<file path="config.mk">
export PLATFORM = sky130hd
export DESIGN_NAME = fragment_framebuffer_fetch
export DESIGN_NICKNAME = d
export VERILOG_FILES = /design/src/rtl/fragment_framebuffer_fetch_pkg.sv /design/src/rtl/fragment_hazard_scoreboard.sv /design/src/rtl/fragment_framebuffer_fetch.sv
export SDC_FILE = /design/constraint.sdc
export NUM_CORES = 1
export LEC_CHECK = 0
export ABC_AREA = 1
export CORE_MARGIN = 5
export CORE_UTILIZATION = 42
export DETAILED_ROUTE_END_ITERATION = 7
export GPL_ROUTABILITY_DRIVEN = 0
export HOLD_SLACK_MARGIN = 0.1
export PLACE_DENSITY = 0.75
export SETUP_SLACK_MARGIN = 0.2
export SLEW_MARGIN = 15
export SYNTH_ARGS = -nofsm -noshare
export SYNTH_HDL_FRONTEND = slang
export SYNTH_SLANG_ARGS = --single-unit
</file>
<file path="constraint.sdc">
create_clock -name aclk -period 4.8 [get_ports aclk]
set_clock_uncertainty 0.05 [all_clocks]
set_input_delay 0.96 -clock aclk [delete_from_list [all_inputs] [get_ports aclk]]
set_output_delay 0.96 -clock aclk [all_outputs]
set_load 0.02 [all_outputs]
</file>
<file path="src/rtl/fragment_framebuffer_fetch_pkg.sv">
// Shared definitions for the fragment framebuffer fetch stage.
// Holds default stream field widths and the width helper used to size
// the hazard scoreboard pointers and occupancy counter.
package fragment_framebuffer_fetch_pkg;

  localparam int FRAMEBUFFER_INDEX_WIDTH_DEF = 14;
  localparam int SCREEN_POS_WIDTH_DEF        = 16;
  localparam int DEPTH_WIDTH_DEF             = 16;
  localparam int STENCIL_WIDTH_DEF           = 4;
  localparam int PIXEL_WIDTH_DEF             = 32;
  localparam int HAZARD_DEPTH_DEF            = 8;

  // Source depth travels with the fragment unchanged and is always 32 bits.
  localparam int SRC_DEPTH_WIDTH = 32;

  // Number of bits needed to address 'depth' entries (ceil(log2(depth))).
  function automatic int ptr_width(input int depth);
    int w;
    w = 0;
    while ((1 << w) < depth) w = w + 1;
    return (w == 0) ? 1 : w;
  endfunction

endpackage

</file>
<file path="src/rtl/fragment_hazard_scoreboard.sv">
// In-flight framebuffer index scoreboard.
// A FIFO of {index, keep} entries: one entry is allocated per accepted
// fragment and the oldest entry is freed per write-back beat. A parallel
// compare against every occupied entry reports whether the queried index
// still has an outstanding write.
// Ports:
//   clk, rst         clock, asynchronous active-high reset
//   alloc_i          push {index_i, keep_i} (ignored when full)
//   free_i           pop the oldest entry (ignored when empty)
//   index_i, keep_i  query index / keep of the candidate fragment, also the
//                    data pushed on alloc
//   hazard_o         candidate collides with an outstanding keep=1 entry
//   full_o           all entries occupied
//   count_o          number of occupied entries
//   head_index_o     index of the oldest entry (write-back ordering checks)
module fragment_hazard_scoreboard
  import fragment_framebuffer_fetch_pkg::*;
#(
  parameter int INDEX_WIDTH = FRAMEBUFFER_INDEX_WIDTH_DEF,
  parameter int DEPTH       = HAZARD_DEPTH_DEF
) (
  input  logic                        clk,
  input  logic                        rst,
  input  logic                        alloc_i,
  input  logic                        free_i,
  input  logic [INDEX_WIDTH-1:0]      index_i,
  input  logic                        keep_i,
  output logic                        hazard_o,
  output logic                        full_o,
  output logic [ptr_width(DEPTH):0]   count_o,
  output logic [INDEX_WIDTH-1:0]      head_index_o
);

  localparam int PTR_W = ptr_width(DEPTH);
  localparam int CNT_W = PTR_W + 1;

  logic [INDEX_WIDTH-1:0] idx_q [DEPTH];
  logic [DEPTH-1:0]       keep_q, keep_d;
  logic [DEPTH-1:0]       vld_q, vld_d;
  logic [PTR_W-1:0]       wr_q, rd_q;
  logic [CNT_W-1:0]       cnt_q, cnt_d;
  logic                   do_alloc, do_free;

  assign full_o       = (cnt_q == CNT_W'(DEPTH));
  assign count_o      = cnt_q;
  assign head_index_o = idx_q[rd_q];
  assign do_alloc     = alloc_i && !full_o;
  assign do_free      = free_i && (cnt_q != '0);

  // Compare uses the entries as they stand this cycle; a same-cycle free
  // does not clear the hazard until the next cycle.
  always_comb begin
    // NOTE: every combinational output gets a default first so no path
    // leaves it unassigned, which would infer a latch.
    hazard_o = 1'b0;
    for (int i = 0; i < DEPTH; i++) begin
      if (vld_q[i] && keep_q[i] && (idx_q[i] == index_i)) hazard_o = 1'b1;
    end
    hazard_o = hazard_o && keep_i;
  end

  always_comb begin
    vld_d  = vld_q;
    keep_d = keep_q;
    cnt_d  = cnt_q;
    if (do_free) vld_d[rd_q] = 1'b0;
    if (do_alloc) begin
      vld_d[wr_q]  = 1'b1;
      keep_d[wr_q] = keep_i;
    end
    if (do_alloc && !do_free)      cnt_d = cnt_q + CNT_W'(1);
    else if (!do_alloc && do_free) cnt_d = cnt_q - CNT_W'(1);
  end

  always_ff @(posedge clk or posedge rst) begin
    if (rst) begin
      // NOTE: state is updated with non-blocking assignments so every
      // register samples pre-edge values regardless of statement order.
      vld_q  <= '0;
      keep_q <= '0;
      wr_q   <= '0;
      rd_q   <= '0;
      cnt_q  <= '0;
    end else begin
      vld_q  <= vld_d;
      keep_q <= keep_d;
      cnt_q  <= cnt_d;
      if (do_alloc) wr_q <= wr_q + PTR_W'(1);
      if (do_free)  rd_q <= rd_q + PTR_W'(1);
    end
  end

  // NOTE: the index storage is deliberately not reset; an entry is only
  // ever looked at while its valid bit (which is reset) is set.
  always_ff @(posedge clk) begin
    if (do_alloc) idx_q[wr_q] <= index_i;
  end

endmodule

</file>
<file path="src/rtl/fragment_framebuffer_fetch.sv">
// Fragment framebuffer fetch stage.
// Accepts textured fragments, reads destination color/depth/stencil from
// the tile buffers at the fragment's index and forwards the fragment with
// those values through a single output register. Fragments whose pixel
// still has an outstanding write-back are held at the input.
// Ports:
//   aclk, reset                  clock, asynchronous active-high reset
//   s_frag_*                     input fragment stream (valid/ready)
//   fb_ren, fb_raddr             tile buffer read request (1-cycle latency)
//   fb_*_rdata                   tile buffer read data, held while fb_ren=0
//   m_frag_*                     output fragment stream with destination data
//   wb_tvalid/tready/taddr       downstream write-back beat (frees oldest entry)
//   inFlight                     occupied scoreboard entries
//   idle                         no output pending and scoreboard empty
module fragment_framebuffer_fetch
  import fragment_framebuffer_fetch_pkg::*;
#(
  parameter int FRAMEBUFFER_INDEX_WIDTH = FRAMEBUFFER_INDEX_WIDTH_DEF,
  parameter int SCREEN_POS_WIDTH        = SCREEN_POS_WIDTH_DEF,
  parameter int DEPTH_WIDTH             = DEPTH_WIDTH_DEF,
  parameter int STENCIL_WIDTH           = STENCIL_WIDTH_DEF,
  parameter int PIXEL_WIDTH             = PIXEL_WIDTH_DEF,
  parameter int HAZARD_DEPTH            = HAZARD_DEPTH_DEF
) (
  input  logic                               aclk,
  input  logic                               reset,
  input  logic                               s_frag_tvalid,
  output logic                               s_frag_tready,
  input  logic                               s_frag_tlast,
  input  logic                               s_frag_tkeep,
  input  logic [PIXEL_WIDTH-1:0]             s_frag_tcolor,
  input  logic [SRC_DEPTH_WIDTH-1:0]         s_frag_tdepth,
  input  logic [FRAMEBUFFER_INDEX_WIDTH-1:0] s_frag_tindex,
  input  logic [SCREEN_POS_WIDTH-1:0]        s_frag_tscreenPosX,
  input  logic [SCREEN_POS_WIDTH-1:0]        s_frag_tscreenPosY,
  output logic                               fb_ren,
  output logic [FRAMEBUFFER_INDEX_WIDTH-1:0] fb_raddr,
  input  logic [PIXEL_WIDTH-1:0]             fb_color_rdata,
  input  logic [DEPTH_WIDTH-1:0]             fb_depth_rdata,
  input  logic [STENCIL_WIDTH-1:0]           fb_stencil_rdata,
  output logic                               m_frag_tvalid,
  input  logic                               m_frag_tready,
  output logic                               m_frag_tlast,
  output logic                               m_frag_tkeep,
  output logic [PIXEL_WIDTH-1:0]             m_frag_tcolor,
  output logic [SRC_DEPTH_WIDTH-1:0]         m_frag_tdepth,
  output logic [FRAMEBUFFER_INDEX_WIDTH-1:0] m_frag_tindex,
  output logic [SCREEN_POS_WIDTH-1:0]        m_frag_tscreenPosX,
  output logic [SCREEN_POS_WIDTH-1:0]        m_frag_tscreenPosY,
  output logic [PIXEL_WIDTH-1:0]             m_frag_tdestinationColor,
  output logic [DEPTH_WIDTH-1:0]             m_frag_tdestinationDepth,
  output logic [STENCIL_WIDTH-1:0]           m_frag_tdestinationStencil,
  input  logic                               wb_tvalid,
  input  logic                               wb_tready,
  input  logic [FRAMEBUFFER_INDEX_WIDTH-1:0] wb_taddr,
  output logic [ptr_width(HAZARD_DEPTH):0]   inFlight,
  output logic                               idle
);

  typedef struct packed {
    logic                               last;
    logic                               keep;
    logic [PIXEL_WIDTH-1:0]             color;
    logic [SRC_DEPTH_WIDTH-1:0]         depth;
    logic [FRAMEBUFFER_INDEX_WIDTH-1:0] index;
    logic [SCREEN_POS_WIDTH-1:0]        pos_x;
    logic [SCREEN_POS_WIDTH-1:0]        pos_y;
  } payload_t;

  logic                               valid_q, valid_d;
  payload_t                           payload_q, payload_d;
  logic                               accept, wb_fire;
  logic                               sb_hazard, sb_full;
  logic [ptr_width(HAZARD_DEPTH):0]   sb_count;
  logic [FRAMEBUFFER_INDEX_WIDTH-1:0] sb_head_index;

  assign s_frag_tready = (!valid_q || m_frag_tready) && !sb_full && !sb_hazard;
  assign accept        = s_frag_tvalid && s_frag_tready;
  assign wb_fire       = wb_tvalid && wb_tready;

  // Reads are issued only on accept so the RAM output holds steady while
  // the output register is back-pressured.
  assign fb_ren   = accept;
  assign fb_raddr = s_frag_tindex;

  fragment_hazard_scoreboard #(
    .INDEX_WIDTH (FRAMEBUFFER_INDEX_WIDTH),
    .DEPTH       (HAZARD_DEPTH)
  ) u_scoreboard (
    .clk          (aclk),
    .rst          (reset),
    .alloc_i      (accept),
    .free_i       (wb_fire),
    .index_i      (s_frag_tindex),
    .keep_i       (s_frag_tkeep),
    .hazard_o     (sb_hazard),
    .full_o       (sb_full),
    .count_o      (sb_count),
    .head_index_o (sb_head_index)
  );

  always_comb begin
    valid_d   = valid_q;
    payload_d = payload_q;
    if (accept) begin
      valid_d   = 1'b1;
      payload_d = '{last:  s_frag_tlast,       keep:  s_frag_tkeep,
                    color: s_frag_tcolor,      depth: s_frag_tdepth,
                    index: s_frag_tindex,      pos_x: s_frag_tscreenPosX,
                    pos_y: s_frag_tscreenPosY};
    end else if (m_frag_tready) begin
      valid_d = 1'b0;
    end
  end

  always_ff @(posedge aclk or posedge reset) begin
    if (reset) begin
      valid_q   <= 1'b0;
      payload_q <= '0;
    end else begin
      valid_q   <= valid_d;
      payload_q <= payload_d;
    end
  end

  assign m_frag_tvalid      = valid_q;
  assign m_frag_tlast       = payload_q.last;
  assign m_frag_tkeep       = payload_q.keep;
  assign m_frag_tcolor      = payload_q.color;
  assign m_frag_tdepth      = payload_q.depth;
  assign m_frag_tindex      = payload_q.index;
  assign m_frag_tscreenPosX = payload_q.pos_x;
  assign m_frag_tscreenPosY = payload_q.pos_y;

  // Destination data comes straight from the RAMs (their read latency
  // matches the output register); it is zeroed while no fragment is held.
  assign m_frag_tdestinationColor   = valid_q ? fb_color_rdata   : '0;
  assign m_frag_tdestinationDepth   = valid_q ? fb_depth_rdata   : '0;
  assign m_frag_tdestinationStencil = valid_q ? fb_stencil_rdata : '0;

  assign inFlight = sb_count;
  assign idle     = !valid_q && (sb_count == '0);

  // Write-back beats must retire fragments in acceptance order.
  wb_order_a: assert property (@(posedge aclk) disable iff (reset)
    wb_fire |-> ((sb_count != '0) && (wb_taddr == sb_head_index)));

endmodule
</file>
==> impl_metrics.toml <==
[die]
start_util_pct = 42.3
die_h_um = 177
core_sq_um = 27600
rows = 61
die_area_sq_um = 31200
die_w_um = 177
ioPinCount = 370

[pwr]
peakVddDrop_v = 0.000336
p_leak_nw = 8.13
powerDensity_nw_per_um2 = 512

[synthesis]
synth-seq-cells = 251
ys_warn_count = 0
synth_most_common_cell = "nand2_1"
synthArstFlopShare_pct = 55.4
synth_nets = 1603
yosys.cell_types.count = 30
synthTopCellsByArea = "dfrtp_1 30%, edfxtp_1 29%, nand2_1 23%, inv_1 5.4%, nor2_1 3.1%"
synth-edff-count = 112
synth_cells = 1413
yosysTopAreaCellShare_pct = 29.8
syn_area_per_cell_sq_um = 8.27
synth_top_area_cell = "dfrtp_1"
synth_area_sq_um = 11700
synth_commonest_cells = "723 x nand2_1, 169 x inv_1, 139 x dfrtp_1"
ys_seq_area_share_pct = 58.6
synth_flop_cell = "dfrtp_1"

[sta]
setup_viol = 0
fin_tns_setup_ns = 0
rsz0062_at_grt = "false"
hold_viol = 0
drv_slew = 0
relSlewSlack_pct = 48.5
max_freq_mhz = 231
fin_crit_sh_pct = 90.1
fin_crit_ns = 4.33
worstMarginPinSlew_ns = 0.773

[layout]
fill_cells = 2355
layout.nets = 1956
drive_above_1_share_pct = 5.26
design_area_sq_um = 16400
area_delta_synth_final_pct = 40.4
num_antenna_cells = 0

[clocking]
clock-sinks = 251
cts_root_buf = "clkbuf_16"
postCtsSetupBuffers = 0
clkSlewWorstSetupHoldPaths_ns = 0.06
clk_latency_ns = 0.54
cts_tree = "done"
cts_max_level = 1
clk_path_buf_depth = 3
cts_buffers = 28

[global_routing]
antenna_found_initial = 0
track_usage_pct = 22.0
grt_max_degree = 75
grt_overflow_total = 0
grt_pass1_vias = 10279
grt_pass1_wl_mm = 55.0

[job]
drv_cap = 0

[place]
post-dp-hpwl_mm = 25.8
io_buffers = 355
placed_area_sq_um = 15500

[route]
ant_nets = 0
totalWireLength_mm = 35.0
avgRoutedWirePerCell_um = 16.1
drtIter0Drc = 643
dr.pass1.iters = 5
drc = 0
via_count = 10075
drt-vias-per-instance = 4.65

[setup_path]
cp_max_fo = 12
required_ns = 3.79
arrival_ns = 3.32
path_class = "in -> out"
setup.worst_path.end_class = "output pin"
cp-start-kind = "input pin"

[status]
outcome = "completed"

[worst_hold_path]
min_path_type = "reg -> reg"
==> placed cells by master (no fill, tap or decap), types with 4 or more instances in the layout <==
master             n
nand2_1          723
clkdlybuf4s50_1  353
inv_1            167
dfrtp_1          139
edfxtp_1         112
nor2_1            98
buf_4             31
o21ai_0           29
clkbuf_16         29
nand4_1           19
inv_2             13
clkinv_2          10
nand3_1            7
o21ai_1            7
a21oi_1            5
xor2_1             5
a21boi_0           5
clkinv_1           5
ha_1               5
o31ai_1            4
==> flip-flops by register name, summed over array words and instances, names as in the netlist <==
register / count
m_frag_tlast: 1
m_frag_tdepth: 32
u_scoreboard.vld_q: 8
m_frag_tindex: 14
m_frag_tscreenPosX: 16
u_scoreboard.wr_q: 3
u_scoreboard.idx_q: 112
u_scoreboard.rd_q: 3
m_frag_tkeep: 1
m_frag_tscreenPosY: 16
m_frag_tvalid: 1
u_scoreboard.keep_q: 8
m_frag_tcolor: 32
u_scoreboard.count_o: 4
==> final cells by class <==
| class | instances | area (sq um) | area share [%] |
|---|---|---|---|
| inverter | 182 | 687 | 4.19 |
| clock buffer | 35 | 778 | 4.75 |
| timing repair buffer | 386 | 3790 | 23.1 |
| clock inverter | 17 | 110 | 0.672 |
| multi-input combinational | 917 | 3720 | 22.7 |
| sequential | 251 | 6840 | 41.7 |
| tap | 378 | 473 | 2.89 |
==> repair_timing <==
| action | in CTS | in global routing |
|---|---|---|
| hold buffers | 0 | 0 |
| gates resized for setup | 2 | 1 |
| setup endpoints to repair | 1 | 1 |
==> path summary, 6_finish.rpt <==
| path | startpoint | end | slack, ns | cells past startpoint |
|---|---|---|---|---|
| worst max-delay path | s_frag_tindex[4] | s_frag_tready | 0.47 | 13 |
| worst min-delay path | m_frag_tdepth[22] | m_frag_tdepth[22] | 0.43 | 2 |
| worst max register to register | u_scoreboard.idx_q[7][0] | m_frag_tindex[0] | 1.68 | 14 |
| worst min register to register | m_frag_tdepth[22] | m_frag_tdepth[22] | 0.43 | 2 |
| max in group asynchronous | reset | m_frag_tlast | 2.79 | 4 |
| min in group asynchronous | reset | m_frag_tcolor[3] | 0.82 | 3 |
==> per-layer routing <==
layer,track usage [%],wire [um]
met3,7.11,3170
met4,5.71,878
met5,0,0
met2,36.8,17000
met1,27.9,13900
==> logic make-up (layout without fill, tap and decap cells) <==
logic type | Yosys count | count (layout) | synth area share, %
flops | 251 | 251 | 58.6
fa+ha+maj | 6 | 6 | 0.707
buf+inv | 245 | 620 | 9.61
compound gates | 53 | 53 | 2.53
simple gates | 851 | 851 | 28.1
xor+xnor | 7 | 7 | 0.525
==> through the flow <==
stage | total power, W | instances | setup WS (ns) | util [%] | hold slack (ns)
final | 0.00839 | 2166 | 0.474 | 59.3 | 0.425
after global routing | 0.00888 | 2166 | 0.288 | 59.3 | 0.446
after CTS | 0.00845 | 2166 | 0.240 | 59.3 | 0.430
after detailed placement | 0.00635 | 2114 | 0.212 | 56.1 | 0.414
after global placement | 0.00629 | 2114 | 0.250 | 56.1 | 0.411
after floorplan | 0.00483 | 1413 | 1.17 | - | 0.399
==> worst max-delay path, stage by stage <==
cell             delay [ns]
clkdlybuf4s50_1        0.61
buf_4                  0.23
nand2_1                0.07
nand2_1                0.07
nor2_1                 0.04
nand2_1                0.08
nor2_1                 0.06
nand2_1                0.05
nand2_1                0.05
nor2_1                 0.14
nand2_2                0.11
a21oi_2                0.17
clkdlybuf4s50_1        0.64
==> power breakdown <==
| part | switching [W] | internal (W) | leakage (nW) |
|---|---|---|---|
| combinational | 0.00179 | 0.00133 | 4.97 |
| sequential | 0.000353 | 0.00284 | 2.71 |
| clock | 0.000867 | 0.00120 | 0.451 |
Power figures use the tool's default switching activity.
